File: config.mk
export PLATFORM = sky130hd
export DESIGN_NAME = sync_fifo_core
export DESIGN_NICKNAME = d
export VERILOG_FILES = /design/src/rtl/sync_fifo_core.sv
export SDC_FILE = /design/constraint.sdc
export NUM_CORES = 1
export LEC_CHECK = 0
export CAP_MARGIN = 10
export CORE_ASPECT_RATIO = 0.5
export CORE_UTILIZATION = 45
export DETAILED_ROUTE_END_ITERATION = 6
export PLACE_DENSITY = 0.7
export SLEW_MARGIN = 20
export SYNTH_ARGS = -nofsm -noshare
export SYNTH_HDL_FRONTEND = slang
export SYNTH_SLANG_ARGS = --single-unit
File: constraint.sdc
create_clock -name clk_in -period 3.12 [get_ports clk_in]
set_clock_uncertainty 0.2 [all_clocks]
set_input_delay 0.468 -clock clk_in [delete_from_list [all_inputs] [get_ports clk_in]]
set_output_delay 0.468 -clock clk_in [all_outputs]
set_load 0.005 [all_outputs]
File: src/rtl/sync_fifo_core.sv
// Synchronous first-word-fall-through FIFO with level flags and sticky errors.
// Ports:
//   clk_in, n_rst        : clock, asynchronous active-low reset
//   wr_en, wr_data       : push one word per cycle when not full
//   rd_en, rd_data       : pop head word; rd_data shows head while not empty
//   flush                : synchronous discard of all contents
//   err_clr              : synchronous clear of overflow/underflow
//   full, empty          : count == DEPTH / count == 0
//   almost_full/_empty   : count >= AF_LEVEL / count <= AE_LEVEL
//   count                : stored words, 0..DEPTH
//   overflow, underflow  : sticky rejected-request flags
module sync_fifo_core #(
   parameter int unsigned DATA_BITS = 8,
   parameter int unsigned ADDR_BITS = 4,
   parameter int unsigned AF_LEVEL  = 14,
   parameter int unsigned AE_LEVEL  = 2
) (
   input  logic                 clk_in,
   input  logic                 n_rst,
   input  logic                 wr_en,
   input  logic [DATA_BITS-1:0] wr_data,
   input  logic                 rd_en,
   output logic [DATA_BITS-1:0] rd_data,
   input  logic                 flush,
   input  logic                 err_clr,
   output logic                 full,
   output logic                 empty,
   output logic                 almost_full,
   output logic                 almost_empty,
   output logic [ADDR_BITS:0]   count,
   output logic                 overflow,
   output logic                 underflow
);

   localparam int unsigned DEPTH = 2 ** ADDR_BITS;
   localparam int unsigned CNT_W = ADDR_BITS + 1;

   logic [DATA_BITS-1:0] mem_q [DEPTH];
   logic [ADDR_BITS-1:0] wr_ptr_q, wr_ptr_d;
   logic [ADDR_BITS-1:0] rd_ptr_q, rd_ptr_d;
   logic [CNT_W-1:0]     count_q, count_d;
   logic                 overflow_q, overflow_d;
   logic                 underflow_q, underflow_d;
   logic                 wr_acc_c, rd_acc_c;
   logic                 ovf_set_c, unf_set_c;

   // Status decodes come from the count register only
   assign full         = (count_q == CNT_W'(DEPTH));
   assign empty        = (count_q == '0);
   assign almost_full  = (count_q >= CNT_W'(AF_LEVEL));
   assign almost_empty = (count_q <= CNT_W'(AE_LEVEL));
   assign count        = count_q;
   assign overflow     = overflow_q;
   assign underflow    = underflow_q;

   // Head word falls through; forced to zero when nothing is stored
   assign rd_data = empty ? '0 : mem_q[rd_ptr_q];

   // Acceptance, next-state pointers, count and sticky flags
   always_comb begin
      wr_acc_c    = 1'b0;
      rd_acc_c    = 1'b0;
      ovf_set_c   = 1'b0;
      unf_set_c   = 1'b0;
      wr_ptr_d    = wr_ptr_q;
      rd_ptr_d    = rd_ptr_q;
      count_d     = count_q;

      if (flush) begin
         // Flush overrides requests and raises no errors
         wr_ptr_d = '0;
         rd_ptr_d = '0;
         count_d  = '0;
      end else begin
         wr_acc_c  = wr_en & ~full;
         rd_acc_c  = rd_en & ~empty;
         ovf_set_c = wr_en & full;
         unf_set_c = rd_en & empty;
         if (wr_acc_c) wr_ptr_d = wr_ptr_q + ADDR_BITS'(1);
         if (rd_acc_c) rd_ptr_d = rd_ptr_q + ADDR_BITS'(1);
         case ({wr_acc_c, rd_acc_c})
            2'b10:   count_d = count_q + CNT_W'(1);
            2'b01:   count_d = count_q - CNT_W'(1);
            default: count_d = count_q;
         endcase
      end

      // A new error in the clearing cycle keeps the flag set
      overflow_d  = (overflow_q  & ~err_clr) | ovf_set_c;
      underflow_d = (underflow_q & ~err_clr) | unf_set_c;
   end

   // Control state register
   always_ff @(posedge clk_in or negedge n_rst) begin
      if (!n_rst) begin
         wr_ptr_q    <= '0;
         rd_ptr_q    <= '0;
         count_q     <= '0;
         overflow_q  <= 1'b0;
         underflow_q <= 1'b0;
      end else begin
         wr_ptr_q    <= wr_ptr_d;
         rd_ptr_q    <= rd_ptr_d;
         count_q     <= count_d;
         overflow_q  <= overflow_d;
         underflow_q <= underflow_d;
      end
   end

   // Storage array; contents are don't-care while empty, so no reset
   always_ff @(posedge clk_in) begin
      if (wr_acc_c) mem_q[wr_ptr_q] <= wr_data;
   end

endmodule
==> impl_metrics.csv <==
group,metric,value,unit
power_and_ir_drop,p_leak,2.43,nW
outcome,status,"finished, final reports clean",
sta,slew_violations,0,
worst_hold_path,min_path_type,"input port to async pin",
finish,antenna_cells,0,
drt,via_count,3095,
synth,synth_cell_type_count,39,
floorplanning,die_area,13700,µm²
setup_path,critical_path_buf_inv_count,3,
finish,instances_no_fill,572,
synth,netlist_area,5920,µm²
drt,drt_iter0_markers,216,
synth,syn_area_per_cell,18.4,µm²
power_and_ir_drop,p_total,6.07,mW
sta,hold_viol,0,
finish,utilization,57.3,%
cts,clock_sinks,143,
setup_path,worstPathArrival,2380,ps
setup_path,crit_path_start,"rd_ptr_q[0]",
synth,synth_seq_area_share,71.2,%
setup_path,cp.required,2450,ps
drt,totalWireLength,11.1,mm
power_and_ir_drop,power_density,832,nW/µm²
cts,clk_pin_slew,60,ps
synth,async_reset_ff_share,10.5,%
placement,dp_cells,533,
global_routing,antenna_found_initial,0,
setup_path,crit_fanout,9,
setup_path,end_kind,"output pin",
setup_path,path_class,"register to output pin",
floorplanning,coreArea,12700,µm²
drt,drt_pass1_iterations,5,
finish,final_common_cell,"edfxtp_1",
synth,synth_seq_cells,143,
power_and_ir_drop,vdd_ir_drop_max,512,µV
placement,port-buffer-count,32,
sta,fmax,328,MHz
sta,period_needed,3050,ps
drt,post-route-drc-count,0,
drt,viasPerCell,5.41,
finish,final_area,7300,µm²
finish,nNetsFinal,410,
setup_path,cp-start-kind,"register",
synth,syn-num-nets,343,
drt,wl_per_cell,19.4,µm
placement,place.gp.congestion,0.887,
synth,ys_warn_count,0,
global_routing,overflow,0,
cts,tritoncts.num_buffers,17,
cts,cts_tree,"done",
sta,finalSetupViolCount,0,
finish,syn_to_final_growth,23.2,%
setup_path,r2r_start,"count[3]",
placement,place_area,6600,µm²
finish,drive_above_1_share,27.6,%
setup_path,timing.critical_path.mode_cell,"buf_12",
global_routing,track_usage,17.8,%
cts,clk_latency,410,ps
setup_path,crit_family,"buffers and inverters",
setup_path,path_cells,"buf_12 -> buf_12 -> mux4_2 -> mux2i_1 -> o22ai_1 -> clkdlybuf4s50_1",
global_routing,grt_start_max_net_pins,36,
placement,dp_slack,153,ps
floorplanning,num_rows,29,
cts,cts_root_buffer,"clkbuf_16",
flow_run,drv_cap,0,
global_routing,first_global_vias,3344,
synth,ys.flop_type,"edfxtp_1",
synth,synth_cells,322,
finish,final_cell_mix,"edfxtp_1, mux4_2, clkdlybuf4s50_1",
setup_path,critPathMaxStageDelay,500,ps
sta,fin_crit_sh,97.7,%
floorplanning,die_h,83.1,µm
cts,cts_max_level,4,
sta,relSlewSlack,51.2,%
cts,cts_buffer_depth,2,
floorplanning,die_x,164,µm
synth,synth_edf_count,128,
sta,tightest_slew,730,ps
global_routing,grt_pass1_wl,17.7,mm
floorplanning,initial_utilization,46.5,%
drt,drtAntennaViolNets,0,
placement,dpl.hpwl,7.43,mm
floorplanning,ios,33,
sta,worst_slack,72.9,ps
setup_path,critical-path-slowest-cell,"mux4_2",
synth_stat cells, types with 2 or more instances:
cell type / number / share of area [%]
and2_1: 2 / 0.21
inv_1: 7 / 0.44
clkbuf_1: 11 / 0.70
nand3_1: 3 / 0.25
o21ai_0: 3 / 0.25
mux4_2: 32 / 12
buf_4: 2 / 0.25
ha_1: 7 / 1.5
o22ai_1: 8 / 0.84
buf_2: 5 / 0.42
nand2_1: 9 / 0.57
edfxtp_1: 128 / 65
dfrtp_1: 15 / 6.3
xnor2_1: 2 / 0.30
nor2b_1: 2 / 0.21
mux2i_1: 19 / 3.2
or3_1: 3 / 0.32
nand2b_1: 4 / 0.42
a21oi_1: 8 / 0.68
nor2_1: 22 / 1.4
a31o_2: 2 / 0.30
nor3_1: 5 / 0.42
xor2_1: 7 / 1.0
cells by family (layout without fill, tap and decap cells):
logic type / Yosys count / after routing / share of synthesized area (%)
flip-flops: 143 / 143 / 71.2
AND/OR/NAND/NOR: 55 / 55 / 4.60
multiplexers: 51 / 51 / 15.4
AO/OA/AOI/OAI: 30 / 30 / 3.93
buffers and inverters: 27 / 107 / 2.07
XOR/XNOR: 9 / 9 / 1.33
adder cells (fa/ha/maj): 7 / 7 / 1.48
routing by layer:
metal / part of all wire (%) / wire length, µm / GRT usage [%]
met1: 43 / 4770 / 23.2
met2: 50 / 5540 / 28.5
met3: 6.3 / 695 / 4.80
met4: 0.66 / 73 / 6.73
met5: 0 / 0 / 0
cell type report:
type	instances	area [µm²]
multi-input combinational	152	1610
inverter	8	30.0
clock buffer	18	429
sequential	143	4220
clock inverter	14	146
timing repair buffer	67	654
tap	170	213
fill	920	5440
path summary, 6_finish.rpt:
kind / to / slack [ps] / cells after the start
worst max-delay path: rd_data[2] / 70 / 6
min in group clk_in: underflow / 340 / 2
worst max register to register: count[4] / 130 / 9
worst min-delay path: count[1] / 290 / 1
max in group asynchronous: rd_ptr_q[0] / 1920 / 1
worst min register to register: underflow / 340 / 2
repair_timing:
action,in CTS,in global routing
endpoints found under the hold margin,0,0
pin swaps,1,1
cloned,0,1
hold buffers,0,0
gates resized for setup,4,6
setup buffers,3,3
setup endpoints to repair,8,9
worst register-to-register path, stage by stage (launching register included):
cell     delay, ps
dfrtp_1        510
or4_4          570
o211a_1        290
xnor2_1        160
ha_1           210
or3_1          310
a21oi_1        150
mux2i_1         90
or3_1          300
a21oi_1        140
stage by stage:
step / setup TNS (ps) / hold slack, ps
CTS: 0 / 312
global placement: 0 / 320
detailed placement: 0 / 329
finish: 0 / 294
floorplan: 0 / -27.6
global route: -21.6 / 340
power breakdown:
| part | leakage (nW) | internal [mW] | total, mW | switching [mW] |
|---|---|---|---|---|
| combinational | 0.809 | 1.05 | 1.86 | 0.804 |
| clock | 0.270 | 1.13 | 1.95 | 0.825 |
| sequential | 1.35 | 2.17 | 2.27 | 0.100 |
sequential cells by signal, indices dropped and copies added, names as in the netlist:
| name | count |
|---|---|
| rd_ptr_q | 4 |
| underflow | 1 |
| wr_ptr_q | 4 |
| overflow | 1 |
| mem_q | 128 |
| count | 5 |
Power figures use the tool's default switching activity.
